<file path="src/rtl/amba_apb_slave_mem_pkg.sv">
// Shared types and constants for the APB completer memory.
package amba_apb_pkg;
   localparam int ADDR_W_DEF = 8;
   localparam int DATA_W_DEF = 8;
   localparam int WAIT_CNT_W = 4;

   typedef enum logic [1:0] {IDLE, SETUP, ACCESS} apb_state_e;
endpackage

</file>
<file path="src/rtl/amba_apb_slave_mem_if.sv">
// APB3 bus bundle between a requester and the memory completer.
interface amba_apb_slave_mem_if
   import amba_apb_pkg::*;
#(
   parameter int ADDR_W = ADDR_W_DEF,
   parameter int DATA_W = DATA_W_DEF
);
   logic              psel;
   logic              penable;
   logic              pwrite;
   logic [ADDR_W-1:0] paddr;
   logic [DATA_W-1:0] pwdata;
   logic [DATA_W-1:0] prdata;
   logic              pready;
   logic              pslverr;

   modport master (output psel, penable, pwrite, paddr, pwdata,
                   input  prdata, pready, pslverr);
   modport slave  (input  psel, penable, pwrite, paddr, pwdata,
                   output prdata, pready, pslverr);
endinterface

</file>
<file path="src/rtl/amba_apb_slave_mem_regfile.sv">
// Storage array: synchronous clear, one write port, combinational read port.
module amba_apb_slave_regfile
   import amba_apb_pkg::*;
#(
   parameter int DATA_W    = DATA_W_DEF,
   parameter int MEM_DEPTH = 64,
   parameter int IDX_W     = $clog2(MEM_DEPTH)
) (
   input  logic              clk,
   input  logic              rst,
   input  logic              we,
   input  logic [IDX_W-1:0]  waddr,
   input  logic [DATA_W-1:0] wdata,
   input  logic [IDX_W-1:0]  raddr,
   output logic [DATA_W-1:0] rdata
);
   logic [DATA_W-1:0] mem [MEM_DEPTH];

   always_ff @(posedge clk) begin
      if (rst) begin
         for (int i = 0; i < MEM_DEPTH; i++) mem[i] <= '0;
      end else if (we) begin
         mem[waddr] <= wdata;
      end
   end

   // Guards a non power-of-two depth; out-of-range reads are flagged as errors upstream.
   assign rdata = (int'(raddr) < MEM_DEPTH) ? mem[raddr] : '0;
endmodule

</file>
<file path="src/rtl/amba_apb_slave_mem.sv">
// APB3 completer over a small register file with programmable wait states.
// Outputs are decoded from registered state only; request fields are latched at SETUP.
module amba_apb_slave_mem
   import amba_apb_pkg::*;
#(
   parameter int ADDR_W      = ADDR_W_DEF,
   parameter int DATA_W      = DATA_W_DEF,
   parameter int MEM_DEPTH   = 64,
   parameter int WAIT_CYCLES = 1
) (
   input  logic                 pclk,
   input  logic                 preset,
   amba_apb_slave_mem_if.slave  bus
);
   localparam int              IDX_W     = $clog2(MEM_DEPTH);
   localparam logic [ADDR_W:0] DEPTH_LIM = (ADDR_W+1)'(MEM_DEPTH);

   apb_state_e            state, state_nxt;
   logic [WAIT_CNT_W-1:0] wait_cnt, wait_nxt;
   logic [ADDR_W-1:0]     addr_q;
   logic [DATA_W-1:0]     data_q;
   logic                  dir_q;
   logic                  latch, we, ready, err;
   logic [DATA_W-1:0]     rdata;

   assign latch = (state == IDLE) && bus.psel && !bus.penable;

   always_ff @(posedge pclk) begin
      if (preset) begin
         state    <= IDLE;
         wait_cnt <= '0;
         addr_q   <= '0;
         data_q   <= '0;
         dir_q    <= 1'b0;
      end else begin
         state    <= state_nxt;
         wait_cnt <= wait_nxt;
         if (latch) begin
            addr_q <= bus.paddr;
            data_q <= bus.pwdata;
            dir_q  <= bus.pwrite;
         end
      end
   end

   always_comb begin
      state_nxt = state;
      wait_nxt  = wait_cnt;
      we        = 1'b0;
      case (state)
         IDLE: begin
            if (latch) begin
               state_nxt = SETUP;
               wait_nxt  = WAIT_CNT_W'(WAIT_CYCLES);
            end
         end
         SETUP: begin
            if (!bus.psel)        state_nxt = IDLE;
            else if (bus.penable) state_nxt = ACCESS;
         end
         ACCESS: begin
            // Any loss of psel/penable aborts without touching memory.
            if (!(bus.psel && bus.penable)) begin
               state_nxt = IDLE;
            end else if (wait_cnt == '0) begin
               state_nxt = IDLE;
               we        = dir_q && !err;
            end else begin
               wait_nxt = wait_cnt - 1'b1;
            end
         end
         default: state_nxt = IDLE;
      endcase
   end

   assign ready       = (state == ACCESS) && (wait_cnt == '0);
   assign err         = {1'b0, addr_q} >= DEPTH_LIM;
   assign bus.pready  = ready;
   assign bus.pslverr = ready && err;
   assign bus.prdata  = (ready && !dir_q && !err) ? rdata : '0;

   amba_apb_slave_regfile #(
      .DATA_W    (DATA_W),
      .MEM_DEPTH (MEM_DEPTH),
      .IDX_W     (IDX_W)
   ) u_regfile (
      .clk   (pclk),
      .rst   (preset),
      .we    (we),
      .waddr (addr_q[IDX_W-1:0]),
      .wdata (data_q),
      .raddr (addr_q[IDX_W-1:0]),
      .rdata (rdata)
   );
endmodule

</file>
<file path="src/flat_wrapper.sv">
// flat-port wrapper written by rule: the top's interface ports become plain ports
module amba_apb_slave_mem_flat import amba_apb_pkg::*;
#(
   parameter int ADDR_W      = ADDR_W_DEF,
   parameter int DATA_W      = DATA_W_DEF,
   parameter int MEM_DEPTH   = 64,
   parameter int WAIT_CYCLES = 1
)
  (pclk, preset, bus_psel, bus_penable, bus_pwrite, bus_paddr, bus_pwdata, bus_prdata, bus_pready, bus_pslverr);
  amba_apb_slave_mem_if #(.ADDR_W(ADDR_W), .DATA_W(DATA_W)) bus_i ();
  input  logic pclk;
  input  logic preset;
  input wire logic [$bits(bus_i.psel)-1:0] bus_psel;
  input wire logic [$bits(bus_i.penable)-1:0] bus_penable;
  input wire logic [$bits(bus_i.pwrite)-1:0] bus_pwrite;
  input wire logic [$bits(bus_i.paddr)-1:0] bus_paddr;
  input wire logic [$bits(bus_i.pwdata)-1:0] bus_pwdata;
  output wire logic [$bits(bus_i.prdata)-1:0] bus_prdata;
  output wire logic [$bits(bus_i.pready)-1:0] bus_pready;
  output wire logic [$bits(bus_i.pslverr)-1:0] bus_pslverr;
  assign bus_i.psel = bus_psel;
  assign bus_i.penable = bus_penable;
  assign bus_i.pwrite = bus_pwrite;
  assign bus_i.paddr = bus_paddr;
  assign bus_i.pwdata = bus_pwdata;
  assign bus_prdata = bus_i.prdata;
  assign bus_pready = bus_i.pready;
  assign bus_pslverr = bus_i.pslverr;
  amba_apb_slave_mem #(.ADDR_W(ADDR_W), .DATA_W(DATA_W), .MEM_DEPTH(MEM_DEPTH), .WAIT_CYCLES(WAIT_CYCLES)) u_core (.pclk(pclk), .preset(preset), .bus(bus_i));
endmodule
</file>
<file path="config.mk">
export PLATFORM = sky130hd
export DESIGN_NAME = amba_apb_slave_mem_flat
export DESIGN_NICKNAME = d
export VERILOG_FILES = /design/src/rtl/amba_apb_slave_mem_pkg.sv /design/src/rtl/amba_apb_slave_mem_if.sv /design/src/rtl/amba_apb_slave_mem_regfile.sv /design/src/rtl/amba_apb_slave_mem.sv /design/src/flat_wrapper.sv
export SDC_FILE = /design/constraint.sdc
export NUM_CORES = 1
export LEC_CHECK = 0
export CAP_MARGIN = 20
export CORE_ASPECT_RATIO = 1.25
export CORE_MARGIN = 5
export CORE_UTILIZATION = 55
export DETAILED_ROUTE_END_ITERATION = 8
export PLACE_DENSITY_LB_ADDON = 0.1
export SLEW_MARGIN = 20
export SYNTH_ARGS = -nofsm -noshare
export SYNTH_HDL_FRONTEND = slang
export SYNTH_SLANG_ARGS = --single-unit
</file>
<file path="constraint.sdc">
create_clock -name pclk -period 8.7 [get_ports pclk]
set_input_delay 1.74 -clock pclk [delete_from_list [all_inputs] [get_ports pclk]]
set_output_delay 1.74 -clock pclk [all_outputs]
set_load 0.005 [all_outputs]
</file>
Word level (Yosys, flattened, before mapping)

Memory sizes are Yosys's and may differ from the RTL's. A register that Yosys moved wholly into a read port is not among the register bits.
Index checks and enable logic that the tools add are counted.

Memories: 1
Word-level logic and storage cells: 56
RAM bits: 512
Output and inout port bits: 10
Bits of input ports: 21
Register bits: 23

Add/sub/neg operators: 1
Eq/ne operators: 7
$lt $le $gt $ge: 1
Mux-type cells: 24
Reductions and logical operators: 17

Memories:

| name                 | words | bits a word | read ports | clocked after memory_dff | write ports | RTL line                         | text |
|---|---|---|---|---|---|---|---|
| u_core.u_regfile.mem | 64    | 8           | 1          | 1                        | 64          | amba_apb_slave_mem_regfile.sv:17 | `logic [DATA_W-1:0] mem [MEM_DEPTH];` |

Operators by type and width:

| kind                                                              | count |
|---|---|
| two-way mux 6 bit                                                 | 3 |
| two-way mux 8 bit                                                 | 2 |
| two-way mux 4 bit                                                 | 3 |
| two-way mux 2 bit                                                 | 5 |
| two-way mux 1 bit                                                 | 9 |
| greater-or-equal comparator 8 x 7 -> 1 bit, second input constant | 1 |
| logical AND 1 bit                                                 | 8 |
| case mux 4 bit (2 select lines)                                   | 1 |
| OR reduction 8 bit                                                | 1 |
| inequality test 3 bit, second input constant                      | 2 |
| case mux 2 bit (3 select lines)                                   | 1 |
| zero test 4 bit                                                   | 1 |
| inequality test 2 x 1 -> 1 bit, second input constant             | 2 |
| AND reduction 4 bit                                               | 1 |
| subtractor 4 x 1 -> 4 bit, second input constant                  | 1 |
| zero test 1 bit                                                   | 3 |
| AND reduction 3 bit                                               | 1 |
| == test 2 x 1 -> 1 bit, second input constant                     | 1 |
| == test 2 bit, second input constant                              | 1 |
| zero test 2 bit                                                   | 1 |
| inequality test 2 bit, second input constant                      | 1 |
| nonzero test 2 bit                                                | 1 |

Longest topological paths before layout

Gate-level depths: netlist of the first run.

Word-level depth: 11
Gate-level depth with buffers: 9
Depth with buffers taken out: 7

Cells and area by module

From an unflattened synthesis of the first run, not the netlist that was laid out.

Cells, all modules: 1686
Area, all modules: 24866.3 µm²

By module, submodules not included:

| module                 | times used | cells each | area each (µm²) | seq. area each (µm²) |
|---|---|---|---|---|
| amba_apb_slave_regfile | 1          | 1562       | 23836.6         | 15374.7 |
| amba_apb_slave_mem     | 1          | 124        | 1029.7          | 460.4 |

Worst setup path before layout of the first run

Ideal clock, no wire load.

Path kind: reg2out
Start point: register u_core.wait_cnt[0]
End point: output bus_prdata[2]
Arrival: 2.466 ns
Buffers on the path: 2
Stages on the path, launching flop included: 10
Required time: 6.960 ns
Slack: 4.494 ns
Cells stage by stage: dfxtp_1 inv_1 ha_1 or3b_1 clkbuf_1 or3_1 or3_1 clkbuf_1 or4_1 o21ai_0

Word-level cells in the longest chain between the ends: 5

RTL lines:

| item                            | RTL line                 | text |
|---|---|---|
| start, declared                 | amba_apb_slave_mem.sv:19 | `logic [WAIT_CNT_W-1:0] wait_cnt, wait_nxt;` |
| start signal, assigned          | amba_apb_slave_mem.sv:37 | `wait_cnt <= wait_nxt;` |
| zero test 4 bit                 | amba_apb_slave_mem.sv:76 | `assign ready = (state == ACCESS) && (wait_cnt == '0);` |
| logical AND 1 bit               | amba_apb_slave_mem.sv:76 |  |
| logical AND 1 bit (2 in series) | amba_apb_slave_mem.sv:80 | `assign bus.prdata = (ready && !dir_q && !err) ? rdata : '0;` |
| two-way mux 8 bit               | amba_apb_slave_mem.sv:80 |  |
| end, declared                   | flat_wrapper.sv:18       | `output wire logic [$bits(bus_i.prdata)-1:0] bus_prdata;` |

No other way between the ends.

==> out/results.txt, run 1 <==
Post-synthesis compound-gate area fraction -> 0.02980
Synth Area per Inst -> 14.53 um^2
Initial Util -> 0.5523
Crit path capture type -> output port
Distinct cells, synth -> 45
Status -> complete, no violations
Ys flop type -> edfxtp_1
Sw Share -> 0.2213
Die ar. -> 49,410 um^2
Peak VDD IR -> 0.1611 mV
Worst-margin pin slew -> 1.195 ns
Max_cap viols -> 0
Xor and xnor area share after synthesis -> 0.0007072
M1 WL -> 25,360 um
Met2 wire length -> 30,350 um
Vias in the first global route -> 14,059
Num rows -> 87
Design Power -> 5.583 mW
Gr ovfl total -> 0
Yosys warns -> 0
Mux contribution to synthesized area -> 0.1218
Reg2Reg Launch Point -> u_core.wait_cnt[0]
Vias -> 14,019
Tmin final -> 5.807 ns
Pre-antenna DRT Iters -> 7
Clock network fraction of design power -> 0.411
Hold path depth -> 2
Die height -> 247.3 um
Simple-gate area share of the yosys netlist -> 0.1828
Clock-pin slew of the registers on the worst-case setup and hold paths -> 0.07 ns
Area occupied by multi-input gates -> 8333 um^2
EDFF count, synth -> 512
1st-iter DRT viols -> 1,460
Top-Level Pins -> 31
Post-route ant nets -> 0
Post-Synthesis Cells -> 1,705
Detail Route met3 WL -> 4104 um
Max clock buf depth -> 3
Die X -> 199.8 um
Worst r2r path cells -> 7
Post-synth ARST share -> 0
Antenna violations before repair -> 0
Clk root buf -> clkbuf_16
Core area -> 44,850 um^2
First-pass GRT wire length -> 92,130 um
Worst-Skew Late Latency -> 0.61 ns
Gr usage total -> 0.2537
Req. time, crit path -> 6.96 ns
Syn nets -> 1,728
H-tree Lvls -> 2
CTS sink cnt -> 541
Final net count -> 1,708
# resized after CTS -> 0
Uppermost routed layer -> met4
Lkg Pwr -> 9.496 nW
Switch Pwr -> 1.236 mW
TritonCTS Buffers -> 52
Total routed wirelength -> 61,930 um
PD cells -> 205.2 nW/um^2
Sequential power share -> 0.531
DRC viols -> 0
Layout area overhead -> 9.860%
RSZ-0062 raised after global routing -> false
Hpwl dp -> 39,000 um
Comb pwr share -> 0.057
Fraction of layout cells with a size suffix above 1 -> 0.1893
Clk_skew -> 0.01696 ns
CTS tree -> done
Gpl congestion -> 0.8540
Flops & latches, synth -> 541
Routed len/inst -> 26.86 um
Cell Area, Synth -> 24,770 um^2
Tcrit/Tclk final -> 0.6675
Arrival @ worst endpoint -> 4.07 ns
Sequential fraction of the synthesis area -> 0.6441
Slew Limit Fails -> 0
Hold buffers post-CTS -> 0
Setup crit start kind -> register
Kind of critical path -> register to output port
Critical R2R Capture -> u_core.u_regfile.mem[38][0]
Max Clk Rate -> 0.1722 GHz
Int Power -> 4.348 mW
Setup crit end -> bus_prdata[6]
Post-CTS Setup Bufs -> 0
Fill count -> 3,448
Adder-Cell Fraction of Synth Area -> 0.001010
R2R setup slack -> 4.74 ns
Via density -> 6.079
Largest family of logic cells by synthesized area -> simple AND/OR/NAND/NOR gates
Setup_tns -> 0 ns
Seq. cell area -> 15,980 um^2
CP max FO -> 41
Worst slew margin -> 0.2017
# port buffers -> 30
Final Hold Viols -> 0
Hold crit path type -> register to register
Final setup fails -> 0
Largest net degree at the start of global routing -> 69
==> layer usage <==
layer  vias to the layer above  GRT usage
li1                       6195          -
met1                      7187     0.3539
met2                       517     0.4089
met3                       120    0.04388
met4                         0    0.08693
met5                         -          0
==> state kept, by name, indices dropped and copies added, names as in the netlist, named ones only <==
| signal | cells |
|---|---|
| u_core.data_q | 8 |
| u_core.wait_cnt | 4 |
| u_core.u_regfile.mem | 512 |
| u_core.addr_q | 8 |
| u_core.dir_q | 1 |
| u_core.state | 2 |
==> power by group through the flow <==
stage / Combinational (mW) / Clock (mW) / Sequential [mW]
finish: 0.320 / 2.30 / 2.97
global route: 0.338 / 2.44 / 2.97
CTS: 0.321 / 2.33 / 2.97
detailed placement: 0.320 / 0 / 3.02
global placement: 0.317 / 0 / 3.02
floorplan: 0.219 / 0 / 2.99
==> how the worst min path moves through the flow <==
stage	startpoint	slack, ns	endpoint
CTS	u_core.addr_q[6]	0.47	u_core.addr_q[6]
detailed placement	u_core.addr_q[7]	0.45	u_core.addr_q[7]
global route	u_core.addr_q[7]	0.49	u_core.addr_q[7]
floorplan	u_core.addr_q[6]	0.43	u_core.addr_q[6]
finish	u_core.addr_q[6]	0.46	u_core.addr_q[6]
global placement	u_core.addr_q[6]	0.44	u_core.addr_q[6]
==> layout by cell type (no fill, tap or decap), drive strengths merged, types with 20 or more instances in the layout <==
cell           netlist  routed
nand2               47      47
buf                 23      20
mux4               120     120
clkdlybuf4s50        0      29
clkinv               0      20
dfxtp               29      29
clkbuf             100      64
nor2                74      74
or2                 67      67
and2               515     515
mux2                20      20
edfxtp             512     512
a21oi               39      39
a22oi               32      32
o22ai               25      25
==> worst max-delay path, cell delays in order (launching register included) <==
cell	delay (ns)
dfxtp_4	0.84
buf_4	0.57
mux4_2	0.60
a22oi_1	0.30
a21oi_1	0.21
a21oi_1	0.23
o2bb2ai_1	0.17
clkdlybuf4s50_1	0.49
==> final cells by class <==
type	count	area share
Antenna cell	1	0.00009196
Clock buffer	64	0.05209
Sequential cell	541	0.5871
Clock inverter	32	0.01094
Tap cell	578	0.02658
Multi-Input combinational cell	1038	0.3062
Timing Repair Buffer	49	0.01655
Inverter	3	0.0004138
==> Yosys cell counts, types with 5 or more instances <==
cell type,instances,area share
mux4_2,120,0.11
nand3b_1,9,0.0027
nor2_1,74,0.011
nand2_1,47,0.0071
edfxtp_1,512,0.62
and2_1,515,0.13
nand2b_1,7,0.0018
dfxtp_1,29,0.023
nor2b_1,9,0.0023
mux2_2,20,0.0091
mux2i_1,9,0.0036
a22oi_1,32,0.0097
nor3_1,7,0.0014
or3_1,5,0.0013
or2_2,67,0.017
buf_2,12,0.0024
o22ai_1,25,0.0063
buf_1,11,0.0017
a21oi_1,39,0.0079
clkbuf_1,99,0.015
nand3_1,15,0.0030
==> logic make-up (layout without fill, tap and decap cells) <==
family                   count (synthesis)  count (layout)
other                                    0               1
AND/OR/NAND/NOR                        769             769
adder cells (fa/ha/maj)                  2               2
XOR/XNOR                                 2               2
flip-flops                             541             541
multiplexers                           149             149
AO/OA/AOI/OAI                          116             116
buffers and inverters                  126             148
==> through the flow <==
step	util	cells	hold WS [ns]	setup slack (ns)	area, um^2
after floorplan	-	1705	0.4311	4.494	24770
after detailed placement	0.5685	2209	0.4515	3.438	25490
after CTS	0.6067	2305	0.4680	2.843	27210
after global routing	0.6067	2305	0.4943	2.673	27210
final	0.6068	2306	0.4609	2.893	27210
after global placement	0.5684	2209	0.4375	3.478	25490
Power figures use the tool's default switching activity.
==> run 2: changes to the inputs <==
==> constraint.sdc (replaced) <==
create_clock -name pclk -period 5.57 [get_ports pclk]
set_input_delay 1.114 -clock pclk [delete_from_list [all_inputs] [get_ports pclk]]
set_output_delay 1.114 -clock pclk [all_outputs]
set_load 0.005 [all_outputs]
==> out/results.txt, run 2 (same netlist as run 1, synthesis figures left out) <==
Post-CTS Setup Bufs -> 0
Post-route ant nets -> 0
Worst-Skew Late Latency -> 0.59 ns
R2R setup slack -> 1.93 ns
Antenna violations before repair -> 0
Worst slew margin -> 0.4363
Hold crit path type -> register to register
Area occupied by multi-input gates -> 8330 um^2
Final setup margin -> 0.3806 ns
Initial Util -> 0.5523
DRC viols -> 0
CTS tree -> done
Max Clk Rate -> 0.1927 GHz
Hold buffers post-CTS -> 0
H-tree Lvls -> 2
Num rows -> 87
Slew Limit Fails -> 0
Status -> complete, no violations
Peak VDD IR -> 0.2224 mV
Worst-margin pin slew -> 0.8456 ns
PD cells -> 305.3 nW/um^2
Die height -> 247.3 um
Core area -> 44,850 um^2
Final net count -> 1,762
Most used cell, CP -> or3_1
Final setup fails -> 0
Lkg Pwr -> 9.679 nW
Clock-pin slew of the registers on the worst-case setup and hold paths -> 0.06 ns
Tcrit/Tclk final -> 0.9317
Die ar. -> 49,410 um^2
Most frequent cells in the layout -> and2_1, edfxtp_1, mux4_2
Max_cap viols -> 0
Total routed wirelength -> 61,830 um
Critical path cell sequence -> inv_1 > ha_1 > or3b_1 > or3_1 > or3_1 > or4_1 > o21ai_0 > clkdlybuf4s50_1
Design Power -> 8.373 mW
Fraction of layout cells with a size suffix above 1 -> 0.2029
Final Hold Viols -> 0
Ant diodes -> 0
Crit path capture type -> output port
Largest net degree at the start of global routing -> 66
Sequential power share -> 0.553
Pre-antenna DRT Iters -> 5
Place WS -> 1.027 ns
Hpwl dp -> 39,070 um
Clk_skew -> 0.01344 ns
Arrival @ worst endpoint -> 4.08 ns
Vias -> 14,224
Routed len/inst -> 26.29 um
Tmin final -> 5.189 ns
# resized after CTS -> 0
Seq. cell area -> 15,980 um^2
First-pass GRT wire length -> 92,830 um
Clk root buf -> clkbuf_16
CTS sink cnt -> 541
Setup crit start kind -> register
Max clock buf depth -> 3
Vias in the first global route -> 14,396
Clock network fraction of design power -> 0.386
Switch Pwr -> 1.836 mW
Kind of critical path -> register to output port
Comb pwr share -> 0.060
Gpl congestion -> 0.8315
Most flop-heavy register -> u_core.u_regfile.mem
Gr usage total -> 0.2557
Most common cell after layout, fill and taps aside -> and2_1
Setup_tns -> 0 ns
Fill count -> 3,406
Max reg flops -> 512
Req. time, crit path -> 4.46 ns
Max stage delay on crit path -> 0.60 ns
Gr ovfl total -> 0
# port buffers -> 30
1st-iter DRT viols -> 1,244
Hold slack -> 0.4592 ns
CP max FO -> 8
Biggest regs -> u_core.u_regfile.mem (512), u_core.addr_q (8), u_core.data_q (8)
Top-Level Pins -> 31
Int Power -> 6.537 mW
Placed cell count -> 2,264
RSZ-0062 raised after global routing -> false
Via density -> 6.048
Sw Share -> 0.2192
Die X -> 199.8 um
Final non-filler cell total -> 2,352
Slowest library cell on the worst path -> clkdlybuf4s50_1
TritonCTS Buffers -> 51
Layout area overhead -> 10.70%
## run 2: metrics by stage
step                utilization  instance area [um^2]
floorplan                     -                 24770
global route             0.6114                 27420
finish                   0.6114                 27420
detailed placement       0.5779                 25920
global placement         0.5779                 25920
CTS                      0.6114                 27420
## run 2: final timing paths
check                                              endpoint                from  cells after the start
worst max register to register  u_core.u_regfile.mem[22][0]  u_core.wait_cnt[0]                      8
worst max-delay path                          bus_prdata[2]  u_core.wait_cnt[0]                      8
worst min-delay path                       u_core.addr_q[6]    u_core.addr_q[6]                      2
worst min register to register             u_core.addr_q[6]    u_core.addr_q[6]                      2
## run 2: metal layers
metal,part of all wire,global-route usage,vias to the layer above
li1,-,-,6296
met1,0.42,0.3628,7280
met2,0.49,0.4146,536
met3,0.067,0.04020,112
met4,0.031,0.07534,0
met5,0,0,-
## run 2: layout make-up
cell class                 instances  area share
clock buffer                      73     0.05256
clock inverter                    15    0.002281
inverter                           3   0.0004107
multi-input combinational       1038      0.3038
sequential                       541      0.5826
tap                              578     0.02637
timing repair buffer             104     0.03194
## run 2: worst max-delay path, delay by kind of cell, from the launching register on
kind            cells  cell delay [ns]
compound gates      1             0.22
fa+ha+maj           1             0.15
buf+inv             2             0.71
flops               1             0.33
simple gates        4             2.06
## run 2: power by group through the flow
stage | logic (mW) | registers, mW | clock network (mW)
floorplan | 0.342 | 4.67 | 0
global placement | 0.503 | 4.71 | 0
global route | 0.536 | 4.64 | 3.45
finish | 0.506 | 4.63 | 3.24
detailed placement | 0.507 | 4.72 | 0
CTS | 0.508 | 4.63 | 3.28
